$ cat src/rtl/mem_sequencer.sv
// mem_sequencer: initiator for the 32x8 scratch memory.
// Accepts READ / WRITE / ADD / ADDC commands over a valid/ready port, drives
// the memory's level-sensitive pins with a setup/strobe/hold write sequence,
// and returns one response pulse per command.
// Optional build macro: MEM_SEQUENCER_SAT_EN -- ADD/ADDC results that carry
// out are clamped to all-ones instead of wrapping.
module mem_sequencer #(
    parameter int ADDR_W  = 5,
    parameter int DATA_W  = 8,
    parameter int RD_WAIT = 1
) (
    input  logic              clk,
    input  logic              reset,
    input  logic              cmd_valid,
    output logic              cmd_ready,
    input  logic [1:0]        cmd_op,
    input  logic [ADDR_W-1:0] cmd_dst,
    input  logic [ADDR_W-1:0] cmd_src_a,
    input  logic [ADDR_W-1:0] cmd_src_b,
    input  logic [DATA_W-1:0] cmd_data,
    output logic              rsp_valid,
    output logic [DATA_W-1:0] rsp_data,
    output logic              rsp_carry,
    output logic              mem_read,
    output logic              mem_write,
    output logic [ADDR_W-1:0] mem_addr,
    output logic [DATA_W-1:0] mem_wdata,
    input  logic [DATA_W-1:0] mem_rdata
);

    localparam logic [1:0] OP_READ  = 2'b00;
    localparam logic [1:0] OP_WRITE = 2'b01;
    localparam logic [1:0] OP_ADDC  = 2'b11;
    localparam logic [2:0] WAIT_LAST = 3'(RD_WAIT - 1);

    typedef enum logic [2:0] {
        S_IDLE, S_RD_A, S_RD_B, S_WR_SETUP, S_WR_STROBE, S_WR_HOLD, S_RESP
    } state_t;

    state_t            state_reg, state_next;
    logic [2:0]        wait_cnt_reg, wait_cnt_next;
    logic [1:0]        op_reg, op_next;
    logic [ADDR_W-1:0] dst_reg, dst_next;
    logic [ADDR_W-1:0] src_a_reg, src_a_next;
    logic [ADDR_W-1:0] src_b_reg, src_b_next;
    logic [DATA_W-1:0] data_reg, data_next;
    logic [DATA_W-1:0] op_a_reg, op_a_next;
    logic [DATA_W-1:0] op_b_reg, op_b_next;
    logic              carry_reg, carry_next;
    logic [DATA_W:0]   sum_wide;
    logic [DATA_W-1:0] result;

    // Every output is a register loaded from the value it must have in the
    // state being entered, so the pins change only at clock edges.
    logic              cmd_ready_reg, cmd_ready_next;
    logic              rsp_valid_reg, rsp_valid_next;
    logic [DATA_W-1:0] rsp_data_reg, rsp_data_next;
    logic              rsp_carry_reg, rsp_carry_next;
    logic              mem_read_reg, mem_read_next;
    logic              mem_write_reg, mem_write_next;
    logic [ADDR_W-1:0] mem_addr_reg, mem_addr_next;
    logic [DATA_W-1:0] mem_wdata_reg, mem_wdata_next;

    // State, captured command, operands, carry and output registers.
    always_ff @(posedge clk) begin
        if (reset) begin
            state_reg     <= S_IDLE;
            wait_cnt_reg  <= '0;
            op_reg        <= '0;
            dst_reg       <= '0;
            src_a_reg     <= '0;
            src_b_reg     <= '0;
            data_reg      <= '0;
            op_a_reg      <= '0;
            op_b_reg      <= '0;
            carry_reg     <= 1'b0;
            cmd_ready_reg <= 1'b0;
            rsp_valid_reg <= 1'b0;
            rsp_data_reg  <= '0;
            rsp_carry_reg <= 1'b0;
            mem_read_reg  <= 1'b0;
            mem_write_reg <= 1'b0;
            mem_addr_reg  <= '0;
            mem_wdata_reg <= '0;
        end else begin
            state_reg     <= state_next;
            wait_cnt_reg  <= wait_cnt_next;
            op_reg        <= op_next;
            dst_reg       <= dst_next;
            src_a_reg     <= src_a_next;
            src_b_reg     <= src_b_next;
            data_reg      <= data_next;
            op_a_reg      <= op_a_next;
            op_b_reg      <= op_b_next;
            carry_reg     <= carry_next;
            cmd_ready_reg <= cmd_ready_next;
            rsp_valid_reg <= rsp_valid_next;
            rsp_data_reg  <= rsp_data_next;
            rsp_carry_reg <= rsp_carry_next;
            mem_read_reg  <= mem_read_next;
            mem_write_reg <= mem_write_next;
            mem_addr_reg  <= mem_addr_next;
            mem_wdata_reg <= mem_wdata_next;
        end
    end

    // Next state, command capture, operand sampling and carry update.
    always_comb begin
        state_next    = state_reg;
        wait_cnt_next = '0;
        op_next       = op_reg;
        dst_next      = dst_reg;
        src_a_next    = src_a_reg;
        src_b_next    = src_b_reg;
        data_next     = data_reg;
        op_a_next     = op_a_reg;
        op_b_next     = op_b_reg;
        carry_next    = carry_reg;
        case (state_reg)
            S_IDLE: begin
                // Qualify with the registered ready so the first cycle out of
                // reset (ready still low) cannot accept.
                if (cmd_valid && cmd_ready_reg) begin
                    op_next    = cmd_op;
                    dst_next   = cmd_dst;
                    src_a_next = cmd_src_a;
                    src_b_next = cmd_src_b;
                    data_next  = cmd_data;
                    state_next = (cmd_op == OP_WRITE) ? S_WR_SETUP : S_RD_A;
                end
            end
            S_RD_A: begin
                if (wait_cnt_reg == WAIT_LAST) begin
                    op_a_next  = mem_rdata;
                    state_next = (op_reg == OP_READ) ? S_RESP : S_RD_B;
                end else begin
                    wait_cnt_next = wait_cnt_reg + 3'd1;
                end
            end
            S_RD_B: begin
                if (wait_cnt_reg == WAIT_LAST) begin
                    op_b_next  = mem_rdata;
                    state_next = S_WR_SETUP;
                end else begin
                    wait_cnt_next = wait_cnt_reg + 3'd1;
                end
            end
            S_WR_SETUP:  state_next = S_WR_STROBE;
            S_WR_STROBE: state_next = S_WR_HOLD;
            S_WR_HOLD:   state_next = S_RESP;
            S_RESP:      state_next = S_IDLE;
            default:     state_next = S_IDLE;
        endcase

        // Uses the operands as they will be once the second read completes;
        // ADDC folds in the carry left by the previous command.
        sum_wide = {1'b0, op_a_next} + {1'b0, op_b_next}
                 + {{DATA_W{1'b0}}, (op_reg == OP_ADDC) ? carry_reg : 1'b0};
`ifdef MEM_SEQUENCER_SAT_EN
        result = sum_wide[DATA_W] ? {DATA_W{1'b1}} : sum_wide[DATA_W-1:0];
`else
        result = sum_wide[DATA_W-1:0];
`endif
        if (state_reg == S_RD_B && state_next == S_WR_SETUP) begin
            carry_next = sum_wide[DATA_W];
        end
    end

    // Output values for the state being entered; address/data hold otherwise.
    always_comb begin
        cmd_ready_next = 1'b0;
        rsp_valid_next = 1'b0;
        rsp_data_next  = rsp_data_reg;
        rsp_carry_next = carry_next;
        mem_read_next  = 1'b0;
        mem_write_next = 1'b0;
        mem_addr_next  = mem_addr_reg;
        mem_wdata_next = mem_wdata_reg;
        case (state_next)
            S_IDLE: cmd_ready_next = 1'b1;
            S_RD_A: begin
                mem_read_next = 1'b1;
                mem_addr_next = src_a_next;
            end
            S_RD_B: begin
                mem_read_next = 1'b1;
                mem_addr_next = src_b_next;
            end
            S_WR_SETUP: begin
                mem_addr_next  = dst_next;
                mem_wdata_next = (op_next == OP_WRITE) ? data_next : result;
            end
            S_WR_STROBE: mem_write_next = 1'b1;
            S_WR_HOLD:   mem_write_next = 1'b0;
            S_RESP: begin
                rsp_valid_next = 1'b1;
                rsp_data_next  = (op_next == OP_READ) ? op_a_next : mem_wdata_reg;
            end
            default: cmd_ready_next = 1'b0;
        endcase
    end

    assign cmd_ready = cmd_ready_reg;
    assign rsp_valid = rsp_valid_reg;
    assign rsp_data  = rsp_data_reg;
    assign rsp_carry = rsp_carry_reg;
    assign mem_read  = mem_read_reg;
    assign mem_write = mem_write_reg;
    assign mem_addr  = mem_addr_reg;
    assign mem_wdata = mem_wdata_reg;

endmodule

$ cat config.mk
export PLATFORM = sky130hd
export DESIGN_NAME = mem_sequencer
export DESIGN_NICKNAME = d
export VERILOG_FILES = /design/src/rtl/mem_sequencer.sv
export SDC_FILE = /design/constraint.sdc
export NUM_CORES = 1
export LEC_CHECK = 0
export ABC_AREA = 0
export CAP_MARGIN = 30
export CORE_AREA = 3 3 85 87
export CTS_CLUSTER_SIZE = 40
export DETAILED_ROUTE_END_ITERATION = 8
export DIE_AREA = 0 0 88 90
export PLACE_DENSITY = 0.75
export SYNTH_ARGS = -nofsm -noshare
export SYNTH_HDL_FRONTEND = slang
export SYNTH_SLANG_ARGS = --single-unit
export TNS_END_PERCENT = 30
$ cat constraint.sdc
create_clock -name clk -period 3.6 [get_ports clk]
set_input_delay 0.72 -clock clk [delete_from_list [all_inputs] [get_ports clk]]
set_output_delay 0.72 -clock clk [all_outputs]
set_load 0.02 [all_outputs]
## Yosys cells after proc, flatten, opt, wreduce, memory -nomap -nowiden

Cells that the tools add are included.
Widths: inputs -> output; s select.

| storage, ports and cells | value |
|---|---|
| bits in registers | 73 |
| input bits | 36 |
| output and inout bits | 26 |
| logic and storage cells | 73 |

| cells by class | value |
|---|---|
| add/sub/neg operators | 3 |
| equality and inequality tests | 13 |
| multiplexer cells | 28 |
| bitwise logic cells | 1 |
| reduce and logical (&&, ||, !) cells | 11 |

Operator list:

| kind | count |
|---|---|
| $mux 8 | 8 |
| $mux 5 | 6 |
| $pmux 3 s6 | 1 |
| $pmux 5 s3 | 1 |
| $eq 3x2->1 const B | 4 |
| $eq 3x3->1 const B | 4 |
| $mux 3 | 4 |
| $add 8x8->9 | 1 |
| $add 9x1->9 | 1 |
| $logic_not 3->1 | 3 |
| $eq 3x1->1 const B | 2 |
| $mux 2 | 3 |
| $mux 1 | 5 |
| $eq 2x1->1 const B | 2 |
| $logic_not 2->1 | 2 |
| $reduce_or 2->1 | 2 |
| $add 3x1->3 const B | 1 |
| $reduce_bool 3->1 | 1 |
| $reduce_or 3->1 | 1 |
| $eq 2x2->1 const B | 1 |
| $logic_and 1x1->1 | 2 |
| $not 1->1 | 1 |

## Depth between registers and ports, before layout

| logic depth | value |
|---|---|
| depth in word-level cells | 7 |
| gate-level depth with buffers | 14 |
| mapped depth without buffers | 13 |

## Least setup slack after synthesis

Ideal clock, no wire load.

| path | value |
|---|---|
| kind | register -> register |
| from | reg wait_cnt_reg[0] |
| to | reg mem_wdata_reg[6] (netlist: mem_wdata[6]) |
| library setup time | 79 ps |
| arrival | 2938 ps |
| required time | 3521 ps |
| slack | 583 ps |
| cell stages (with the launch flop) | 15 |
| path buffers | 1 |
| period minus slack after synthesis | 3017 ps |
| path through | dfxtp_1 > inv_1 > ha_1 > nor2b_1 > nand3_1 > clkbuf_1 > mux2i_1 > fa_1 > fa_1 > nor2b_1 > o31a_1 > o21ai_0 > a21oi_1 > a21oi_1 > a211oi_2 |

| on the way | value |
|---|---|
| word-level cells in the longest chain between the ends | 6 |
| elaborated cells between the ends (all ways) | 12 |
| classes of those cells | add/sub: 2; eq/ne: 1; mux: 8; reduce/logical: 1 |

RTL lines:

| what | line | RTL |
|---|---|---|
| from (decl) | 41 | `logic [2:0] wait_cnt_reg, wait_cnt_next;` |
| from (signal assigned) | 87 | `wait_cnt_reg <= wait_cnt_next;` |
| $logic_not 3->1 * | 133, 141 |  |
| $mux 8 (on tied branches) | 133, 141 |  |
| $mux 8 | 119 | `case (state_reg)` |
| $add 8x8->9 | 157 | `sum_wide = {1'b0, op_a_next} + {1'b0, op_b_next}` |
| $add 9x1->9 | 158 | `+ {{DATA_W{1'b0}}, (op_reg == OP_ADDC) ? carry_reg : 1'b0};` |
| $mux 8 | 191 | `mem_wdata_next = (op_next == OP_WRITE) ? data_next : result;` |
| to (signal assigned) | 103 | `mem_wdata_reg <= mem_wdata_next;` |
| to (decl) | 62 | `logic [DATA_W-1:0] mem_wdata_reg, mem_wdata_next;` |

Mark *: on every way between the ends. The rest lies on a longest branch, timed or not.
A chain may end at the register's enable or synchronous reset.

## Worst setup path in the final report

| path | value |
|---|---|
| from | reg state_reg[0] |
| to | reg mem_wdata_reg[6] (netlist: mem_wdata[6]) |

| on the way | value |
|---|---|
| word-level cells in the longest chain between the ends | 5 |
| elaborated cells between the ends (all ways) | 19 |
| classes of those cells | add/sub: 2; eq/ne: 7; mux: 9; reduce/logical: 1 |

RTL lines:

| what | line | RTL |
|---|---|---|
| from (decl) | 40 | `state_t state_reg, state_next;` |
| from (signal assigned) | 86 | `state_reg <= state_next;` |
| $eq 3x1->1 | 119 |  |
| $mux 8 | 119 |  |
| named net op_a_next[2] | 47 | `logic [DATA_W-1:0] op_a_reg, op_a_next;` |
| $add 8x8->9 | 157 |  |
| $add 9x1->9 | 158 |  |
| $mux 8 | 191 |  |

The timed path passes the listed nets, and every way through them passes these cells.

==> run_results.csv <==
group,metric,value,unit
worst_hold_path,min-delay-path-class,"flop to flop",
logic_synthesis,ys_top_cells_by_count,"sky130_fd_sc_hd__dfxtp_1 (73), sky130_fd_sc_hd__nand2_1 (58), sky130_fd_sc_hd__nor2_1 (43)",
pwr,cellLeakagePower,1.75,nW
logic_synthesis,syn_avg_cell_area,8.84,um^2
finish,antennaDiodeCount,0,
setup_path,worst-r2r-cell-count,12,
logic_synthesis,synthMostInstantiatedCell,"sky130_fd_sc_hd__dfxtp_1",
setup_path,crit_path_cell_trace,"nor2b_1 -> nor3b_1 -> buf_4 -> mux2i_1 -> inv_1 -> ha_1 -> nor2b_1 -> o31a_1 -> o31a_1 -> a21oi_1 -> a21oi_1 -> a211oi_2",
placement,detailedPlacementHpwl,5.69,mm
floorplanning,io_pins,62,
job,drv_cap,0,
finish,post_route_cells_drive_above_1_share,8.80,%
setup_path,required,3.87,ns
logic_synthesis,synthFlopType,"sky130_fd_sc_hd__dfxtp_1",
logic_synthesis,synth_area_leader_cell,"sky130_fd_sc_hd__dfxtp_1",
global_routing,grt_use_total,20.8,%
global_routing,grt_pass1_vias,2706,
sta,fin_tns_setup,0,ns
route,drt-wirelength-per-cell,15.6,um
clocking,post_cts.resized_instances,0,
route,via_count,2854,
floorplanning,rows,29,
pwr,power.density_cell_area,807,mW/mm^2
finish,filler_cell_count,522,
logic_synthesis,synth_area_leaders,"sky130_fd_sc_hd__dfxtp_1 (43%), sky130_fd_sc_hd__mux2i_1 (7.7%), sky130_fd_sc_hd__nand2_1 (6.5%)",
sta,finalCritPeriodShare,92.4,%
sta,final_period_minus_worst_setup_slack,3.33,ns
logic_synthesis,synth_fp_nets,427,
finish,finish.net_count,485,
clocking,numCtsBuffers,9,
logic_synthesis,syn_inst,380,
setup_path,timing.critical_path.fanout_max,8,
clocking,cts.path.max_buffers,2,
clocking,clock-root-buffer,"sky130_fd_sc_hd__clkbuf_8",
sta,rsz0062_at_grt,"no",
global_routing,initial_antenna_violation_count,0,
route,dr.first_iter.drc_count,162,
placement,gp_congestion,0.834,
route,drt_pre_antenna_iters,4,
floorplanning,die_y,90,um
clocking,hold_buffers,0,
floorplanning,design.die.area,0.00792,mm^2
route,drt.antenna.violating_nets,0,
floorplanning,effective_utilization_at_floorplan,52.3,%
sta,timing_hold_violations_final,0,
setup_path,worstSetupEndpointType,"flop",
clocking,clock_latency,0.35,ns
sta,setup_violations,0,
sta,relSlewSlack,49.7,%
clocking,cts_htree_levels,3,
placement,buffer_ports.inserted,61,
logic_synthesis,number_of_flops_mapped_to_enable_cells_by_yosys,0,
clocking,cts_tree,"done",
setup_path,criticalPathCategory,"flop to flop",
clocking,post-cts-setup-buffer-count,0,
setup_path,arrival,3.60,ns
pwr,vdd_drop_max,382,uV
global_routing,grt_overflow,0,
logic_synthesis,synth.top_cell.area_share,43.5,%
floorplanning,die_width,88,um
route,route.final.wire_length,8.13,mm
logic_synthesis,yosysWarnings,0,
clocking,worst_setup_hold_path_clk_slew,0.07,ns
logic_synthesis,synthesis.area,0.00336,mm^2
floorplanning,area_of_the_placeable_core,0.00642,mm^2
setup_path,critPathSlowestCell,"sky130_fd_sc_hd__nor3b_1",
sta,worst-slew-pin-transition,0.755,ns
route,drc_errors,0,
global_routing,grt_start_max_net_pins,40,
finish,synthesis_to_layout_area_growth,27.3,%
route,drt-vias-per-instance,5.49,
worst_hold_path,hold-path-cell-count,2,
sta,peak_freq,301,MHz
logic_synthesis,synth_seq_area_share,43.5,%
clocking,clock_sink_count,73,
logic_synthesis,synth-async-reset-ratio,0,%
logic_synthesis,synthDistinctLibCells,45,
sta,final_worst_clock_skew,0.00757,ns
sta,maxSlewViolCount,0,
setup_path,start_kind,"flop",
setup_path,cpPeakStageDelay,0.48,ns
status,run_status,"complete, no violations",
finish,layout.core_utilization,66.6,%
logic_synthesis,synth_seq_cells,73,
global_routing,grt_first_pass_wirelength,13.0,mm
## logic make-up after synthesis
group           Yosys count  share of synthesized area (%)
fa+ha+maj                11                           4.54
buf+inv                  34                           4.47
xor+xnor                  5                           1.30
mux                      34                           10.4
compound gates           87                           17.7
simple gates            136                           18.1
flops                    73                           43.5
## layout make-up
class                           instances  area [um^2]  area share [%]
Timing Repair Buffer                   68          658            15.4
Tap cell                               77         96.3            2.25
Multi-Input combinational cell        273         1750            40.9
Inverter                               13         48.8            1.14
Clock buffer                           12          165            3.86
Sequential cell                        73         1460            34.2
Clock inverter                          4         97.6            2.28
## path summary, 6_finish.rpt
check        slack (ns)          from            to
max                0.27  state_reg[0]  mem_wdata[6]
min                0.46   rsp_data[4]   rsp_data[4]
max reg2reg        0.27  state_reg[0]  mem_wdata[6]
min reg2reg        0.46   rsp_data[4]   rsp_data[4]
## metrics by stage
step | power (mW) | setup slack (ns) | cell area [um^2] | instances | hold WS [ns]
after floorplan | 2.19 | 0.583 | 3360 | 380 | 0.417
after global placement | 2.59 | 0.444 | 4020 | 504 | 0.430
after detailed placement | 2.62 | 0.340 | 4020 | 504 | 0.444
after CTS | 3.45 | 0.312 | 4280 | 520 | 0.462
after global routing | 3.66 | 0.0272 | 4280 | 520 | 0.476
final | 3.45 | 0.273 | 4280 | 520 | 0.457
## layout by cell type (no fill, tap or decap), drive strengths merged, types with 2 or more instances in the layout
cell            n
dfxtp          73
clkdlybuf4s50  60
nand2          58
nor2           43
a21oi          34
mux2i          26
inv            13
clkbuf         12
o211ai         11
o21ai          11
ha              9
mux2            8
buf             8
and2            6
a21o            6
nor3            6
nor2b           5
a32o            5
a211oi          5
nand3           4
o21a            4
nand2b          3
xnor2           3
bufinv          3
and2b           2
nor4            2
o31a            2
o221ai          2
o211a           2
xor2            2
nand3b          2
fa              2
or3             2
## where the power goes
group | internal (mW) | switching (mW)
clock | 0.517 | 0.311
combinational | 0.649 | 0.894
sequential | 0.976 | 0.105
total | 2.14 | 1.31
## metal layers
layer	wire, um	global-route usage (%)	part of all wire [%]	up-vias
met2	3760	32.3	46	77
met1	3790	28.3	47	1339
met4	123	7.67	1.5	0
li1	-	-	-	1427
met5	0	0	0	-
met3	456	4.20	5.6	11
## worst max-delay path, delay by kind of cell (launching register included)
kind	cells	cell delay [ns]
buffers and inverters	2	0.31
muxes	1	0.28
adders and majority gates	1	0.35
AOI/OAI and AO/OA	5	0.96
DFF	1	0.43
and+or+nand+nor	3	0.90
Note: power is estimated with default switching activity, not from simulation.
